[src/rtl/kamacore_datatypes.sv]
// Shared types and constants for the kamacore pipeline control logic.
package kamacore_datatypes;

   localparam int unsigned REG_ADDR_WIDTH = 5;

   typedef enum logic {
      RUN      = 1'b0,
      MEM_WAIT = 1'b1
   } pipe_ctrl_state_e;

   typedef struct packed {
      logic hold_pc;
      logic hold_if_id;
      logic hold_id_ex;
      logic hold_ex_mem;
      logic flush_if_id;
      logic bubble_id_ex;
      logic bubble_mem_wb;
   } pipe_ctrl_s;

   // A producer hits a source operand only if it is a real register that the consumer reads.
   function automatic logic reg_match(input logic [REG_ADDR_WIDTH-1:0] prod_a,
                                      input logic [REG_ADDR_WIDTH-1:0] src_a,
                                      input logic                      uses_src);
      return (prod_a != '0) && (prod_a == src_a) && uses_src;
   endfunction

endpackage

[src/rtl/kamacore_hazard_detector.sv]
// Combinational hazard match and priority resolution for the pipeline controller.
module kamacore_hazard_detector
   import kamacore_datatypes::*;
(
   input  logic [REG_ADDR_WIDTH-1:0] id_rs1_a,
   input  logic [REG_ADDR_WIDTH-1:0] id_rs2_a,
   input  logic                      id_uses_rs1,
   input  logic                      id_uses_rs2,
   input  logic                      id_is_branch,
   input  logic [REG_ADDR_WIDTH-1:0] ex_rd_a,
   input  logic                      ex_rd_we,
   input  logic                      ex_is_load,
   input  logic [REG_ADDR_WIDTH-1:0] mem_rd_a,
   input  logic                      mem_is_load,
   input  logic                      branch_valid,
   input  logic                      mem_wait,
   output pipe_ctrl_s                ctrl_c
);

   logic ex_hit;
   logic mem_hit;
   logic load_use;
   logic branch_hz;

   assign ex_hit    = reg_match(ex_rd_a, id_rs1_a, id_uses_rs1)
                    | reg_match(ex_rd_a, id_rs2_a, id_uses_rs2);
   assign mem_hit   = reg_match(mem_rd_a, id_rs1_a, id_uses_rs1)
                    | reg_match(mem_rd_a, id_rs2_a, id_uses_rs2);
   assign load_use  = ex_is_load & ex_hit;
   assign branch_hz = id_is_branch & ((ex_rd_we & ex_hit) | (mem_is_load & mem_hit));

   // Memory wait freezes everything; hazards bubble ID/EX; a taken branch flushes only when free.
   always_comb begin
      ctrl_c = '0;
      if (mem_wait) begin
         ctrl_c.hold_pc       = 1'b1;
         ctrl_c.hold_if_id    = 1'b1;
         ctrl_c.hold_id_ex    = 1'b1;
         ctrl_c.hold_ex_mem   = 1'b1;
         ctrl_c.bubble_mem_wb = 1'b1;
      end else if (load_use || branch_hz) begin
         ctrl_c.hold_pc      = 1'b1;
         ctrl_c.hold_if_id   = 1'b1;
         ctrl_c.bubble_id_ex = 1'b1;
      end else if (branch_valid) begin
         ctrl_c.flush_if_id = 1'b1;
      end
   end

endmodule

[src/rtl/kamacore_pipeline_controller.sv]
// Hazard/stall sequencer for the 5-stage kamacore pipeline with memory-wait FSM and perf counters.
module kamacore_pipeline_controller
   import kamacore_datatypes::*;
#(
   parameter int unsigned CNT_WIDTH   = 32,
   parameter int unsigned MEM_TIMEOUT = 64
) (
   input  logic                      clk,
   input  logic                      rst,
   input  logic [REG_ADDR_WIDTH-1:0] id_rs1_a,
   input  logic [REG_ADDR_WIDTH-1:0] id_rs2_a,
   input  logic                      id_uses_rs1,
   input  logic                      id_uses_rs2,
   input  logic                      id_is_branch,
   input  logic [REG_ADDR_WIDTH-1:0] ex_rd_a,
   input  logic                      ex_rd_we,
   input  logic                      ex_is_load,
   input  logic [REG_ADDR_WIDTH-1:0] mem_rd_a,
   input  logic                      mem_is_load,
   input  logic                      branch_valid,
   input  logic                      mem_req,
   input  logic                      mem_ready,
   output logic                      hold_pc,
   output logic                      hold_if_id,
   output logic                      hold_id_ex,
   output logic                      hold_ex_mem,
   output logic                      flush_if_id,
   output logic                      bubble_id_ex,
   output logic                      bubble_mem_wb,
   output logic                      mem_timeout,
   output logic [CNT_WIDTH-1:0]      stall_count,
   output logic [CNT_WIDTH-1:0]      flush_count
);

   localparam int unsigned WAIT_W = $clog2(MEM_TIMEOUT + 1);

   pipe_ctrl_state_e  state;
   logic [WAIT_W-1:0] wait_cnt;
   logic              mem_wait;
   pipe_ctrl_s        ctrl;
   pipe_ctrl_s        ctrl_out;

   // The request that starts a wait already stalls in its first (RUN) cycle.
   assign mem_wait = ~mem_ready & ((state == MEM_WAIT) | mem_req);

   kamacore_hazard_detector u_hazard_detector (
      .id_rs1_a     (id_rs1_a),
      .id_rs2_a     (id_rs2_a),
      .id_uses_rs1  (id_uses_rs1),
      .id_uses_rs2  (id_uses_rs2),
      .id_is_branch (id_is_branch),
      .ex_rd_a      (ex_rd_a),
      .ex_rd_we     (ex_rd_we),
      .ex_is_load   (ex_is_load),
      .mem_rd_a     (mem_rd_a),
      .mem_is_load  (mem_is_load),
      .branch_valid (branch_valid),
      .mem_wait     (mem_wait),
      .ctrl_c       (ctrl)
   );

   assign ctrl_out      = rst ? '0 : ctrl;
   assign hold_pc       = ctrl_out.hold_pc;
   assign hold_if_id    = ctrl_out.hold_if_id;
   assign hold_id_ex    = ctrl_out.hold_id_ex;
   assign hold_ex_mem   = ctrl_out.hold_ex_mem;
   assign flush_if_id   = ctrl_out.flush_if_id;
   assign bubble_id_ex  = ctrl_out.bubble_id_ex;
   assign bubble_mem_wb = ctrl_out.bubble_mem_wb;

   // Wait FSM, sticky timeout and saturating performance counters.
   always_ff @(posedge clk) begin
      if (rst) begin
         state       <= RUN;
         wait_cnt    <= '0;
         mem_timeout <= 1'b0;
         stall_count <= '0;
         flush_count <= '0;
      end else begin
         case (state)
            RUN: begin
               if (mem_req && !mem_ready) begin
                  state    <= MEM_WAIT;
                  wait_cnt <= '0;
               end
            end
            MEM_WAIT: begin
               if (mem_ready) begin
                  state <= RUN;
               end else begin
                  if (wait_cnt != WAIT_W'(MEM_TIMEOUT)) wait_cnt <= wait_cnt + WAIT_W'(1);
                  if (wait_cnt == WAIT_W'(MEM_TIMEOUT - 1)) mem_timeout <= 1'b1;
               end
            end
            default: state <= RUN;
         endcase
         if (hold_pc && (stall_count != '1)) stall_count <= stall_count + CNT_WIDTH'(1);
         if (flush_if_id && (flush_count != '1)) flush_count <= flush_count + CNT_WIDTH'(1);
      end
   end

endmodule

[config.mk]
export PLATFORM = sky130hd
export DESIGN_NAME = kamacore_pipeline_controller
export DESIGN_NICKNAME = d
export VERILOG_FILES = /design/src/rtl/kamacore_datatypes.sv /design/src/rtl/kamacore_hazard_detector.sv /design/src/rtl/kamacore_pipeline_controller.sv
export SDC_FILE = /design/constraint.sdc
export NUM_CORES = 1
export LEC_CHECK = 0
export CAP_MARGIN = 20
export CORE_ASPECT_RATIO = 0.9
export CORE_MARGIN = 1.5
export CORE_UTILIZATION = 50
export DETAILED_ROUTE_END_ITERATION = 16
export PLACE_DENSITY = 0.93
export SLEW_MARGIN = 30
export SYNTH_ARGS = -nofsm -noshare
export SYNTH_HDL_FRONTEND = slang
export SYNTH_SLANG_ARGS = --single-unit
[constraint.sdc]
create_clock -name clk -period 3.3 [get_ports clk]
set_clock_uncertainty 0.15 [all_clocks]
set_input_delay 0.33 -clock clk [delete_from_list [all_inputs] [get_ports clk]]
set_output_delay 0.33 -clock clk [all_outputs]
set_load 0.02 [all_outputs]
==> qor.yml <==
cts_hold_buf: 0
hpwl_um: 8090
drtIter0Drc: 284
worstSetupPathType: "in2out"
ys_types: 48
timing.fmax_mhz: 319
numCtsBuffers: 9
drtAntennaViolNets: 0
final.setup.tns_ns: 0
antenna_found_initial: 0
die_w_um: 100
start_kind: "primary input"
core_area_mm2: 0.00815
start_util_pct: 52.3
fillers: 665
fin_crit_sh_pct: 95.0
pre_cts_slack_ns: 0.142
gp_congestion: 0.843
critPathMaxFanout: 3
die_y_um: 90.6
period_needed_ns: 3.13
wl_met1_um: 4840
grt_overflow: 0
ys_ff_latch: 73
route.met3.wl_um: 745
vdd_drop_max_mv: 0.196
grt_pass1_vias: 4059
final_nets: 643
hp-class: "reg2reg"
grt_pass1_wl_um: 19000
ys_warn_count: 0
required_ns: 2.82
final_cells: 710
end_kind: "output pin"
synth-async-reset-ratio_pct: 0
grt_usage_pct: 25.2
portBuffers: 102
drv_slew: 0
synth_cells: 525
max_slew_margin_pct: 42.2
root_buffer: "clkbuf_8"
die_area_mm2: 0.00909
cellPowerDensity_mw_per_mm2: 301
tightest_slew_ns: 0.864
clk_latency_ns: 0.34
drive_above_1_share_pct: 8.18
cts.sinks: 73
synth_edf_count: 0
dp_cells: 696
post-cts-setup-buffer-count: 0
clkTransAtPathRegs_ns: 0.07
ys_top_cells_by_area: "dfxtp_1, mux2_2, o31ai_1"
tritoncts: "done"
synth_top_area_share_pct: 34.3
cts_resized: 0
antenna_cells: 0
grt_max_degree: 56
clockBufferDepth: 2
synth.cell_area_mm2: 0.00426
finalHoldViolCount: 0
vias_per_cell: 6.26
status: "complete, no violations"
finalWorstSetupSlack_ns: 0.167
finalWirelength_um: 11400
p_leak_nw: 1.75
wl_met2_um: 5680
worstPathArrival_ns: 2.65
rows: 31
yosysSeqAreaShare_pct: 34.3
setup_viol: 0
rsz0062_at_grt: "no"
layout_common_cells: "clkdlybuf4s50_1, dfxtp_1, nor2_1"
ioPinCount: 103
drcViolationCount: 0
postSynthAreaPerCell_um2: 8.12
worst_hold_slack_ns: 0.329
drt-wirelength-per-cell_um: 16.1
drtPass1Iterations: 5
yosys.area.top_type: "dfxtp_1"
synth_fp_nets: 560
synth_flop_cell: "dfxtp_1"
finalPower_mw: 1.65
final_common_cell: "clkdlybuf4s50_1"
routed.top_layer: "met4"
maxCapViolCount: 0
htreeDepth: 3
num_vias: 4444
area_delta_synth_final_pct: 28.4
area by class of cell:
type,instances,area (um2),share of cell area (%)
multi-input combinational,406,2620,47.8
sequential,73,1460,26.7
timing repair buffer,111,1100,20.0
clock buffer,10,128,2.33
tap,99,124,2.26
inverter,7,26.3,0.480
clock inverter,4,22.5,0.412
report_power, final:
group          internal, mW  total [mW]  switching [mW]
clock                 0.261       0.579           0.318
combinational        0.0813       0.180          0.0986
sequential            0.884       0.889         0.00491
per-stage QoR:
step                      instance area, um2  util [%]
after floorplan                         4260         -
after global placement                  5320      65.3
after detailed placement                5320      65.3
after CTS                               5470      67.2
after global routing                    5470      67.2
final                                   5470      67.2
flip-flops by register name, summed over array words and instances, names as in the netlist:
register and flops:
state 1, wait_cnt 7, flush_count 32, stall_count 32, mem_timeout 1
critical path: stages:
cell             delay, ns
clkdlybuf4s50_1       0.47
or3_1                 0.39
o311a_1               0.36
a221o_1               0.39
inv_1                 0.09
clkdlybuf4s50_1       0.61
routing by layer:
layer / track usage (%) / vias up
li1: - / 2135
met3: 5.34 / 13
met2: 43.8 / 174
met1: 31.1 / 2122
met5: 0 / -
met4: 7.63 / 0
cells in the mapped netlist, types with 6 or more instances:
cell type	number
o21a_1	6
a21oi_1	37
o21ai_0	9
and2_1	8
inv_1	7
nand2_1	38
or4_1	26
nor3_1	20
and4_1	7
o41ai_1	6
mux2_2	18
nor2_1	42
nor4_1	11
nand4_1	25
buf_2	8
o311ai_0	6
o31ai_1	27
or3_1	8
xnor2_1	23
nor2b_1	19
clkbuf_1	25
and3_1	12
dfxtp_1	73
nand3_1	22
cell families after synthesis:
| family | share of synthesized area (%) |
|---|---|
| mux | 5.26 |
| simple gates | 33.0 |
| compound gates | 16.5 |
| fa+ha+maj | 1.17 |
| buf+inv | 4.82 |
| xor+xnor | 4.93 |
| flops | 34.3 |
final timing paths:
check	from	endpoint	slack, ns	cells after the start
max	mem_rd_a[1]	flush_if_id	0.17	6
min	mem_timeout$_SDFFE_PP0P_	mem_timeout$_SDFFE_PP0P_	0.33	2
max reg2reg	stall_count[1]$_SDFFE_PP0P_	stall_count[18]$_SDFFE_PP0P_	0.63	7
min reg2reg	mem_timeout$_SDFFE_PP0P_	mem_timeout$_SDFFE_PP0P_	0.33	2
Power figures use the tool's default switching activity.
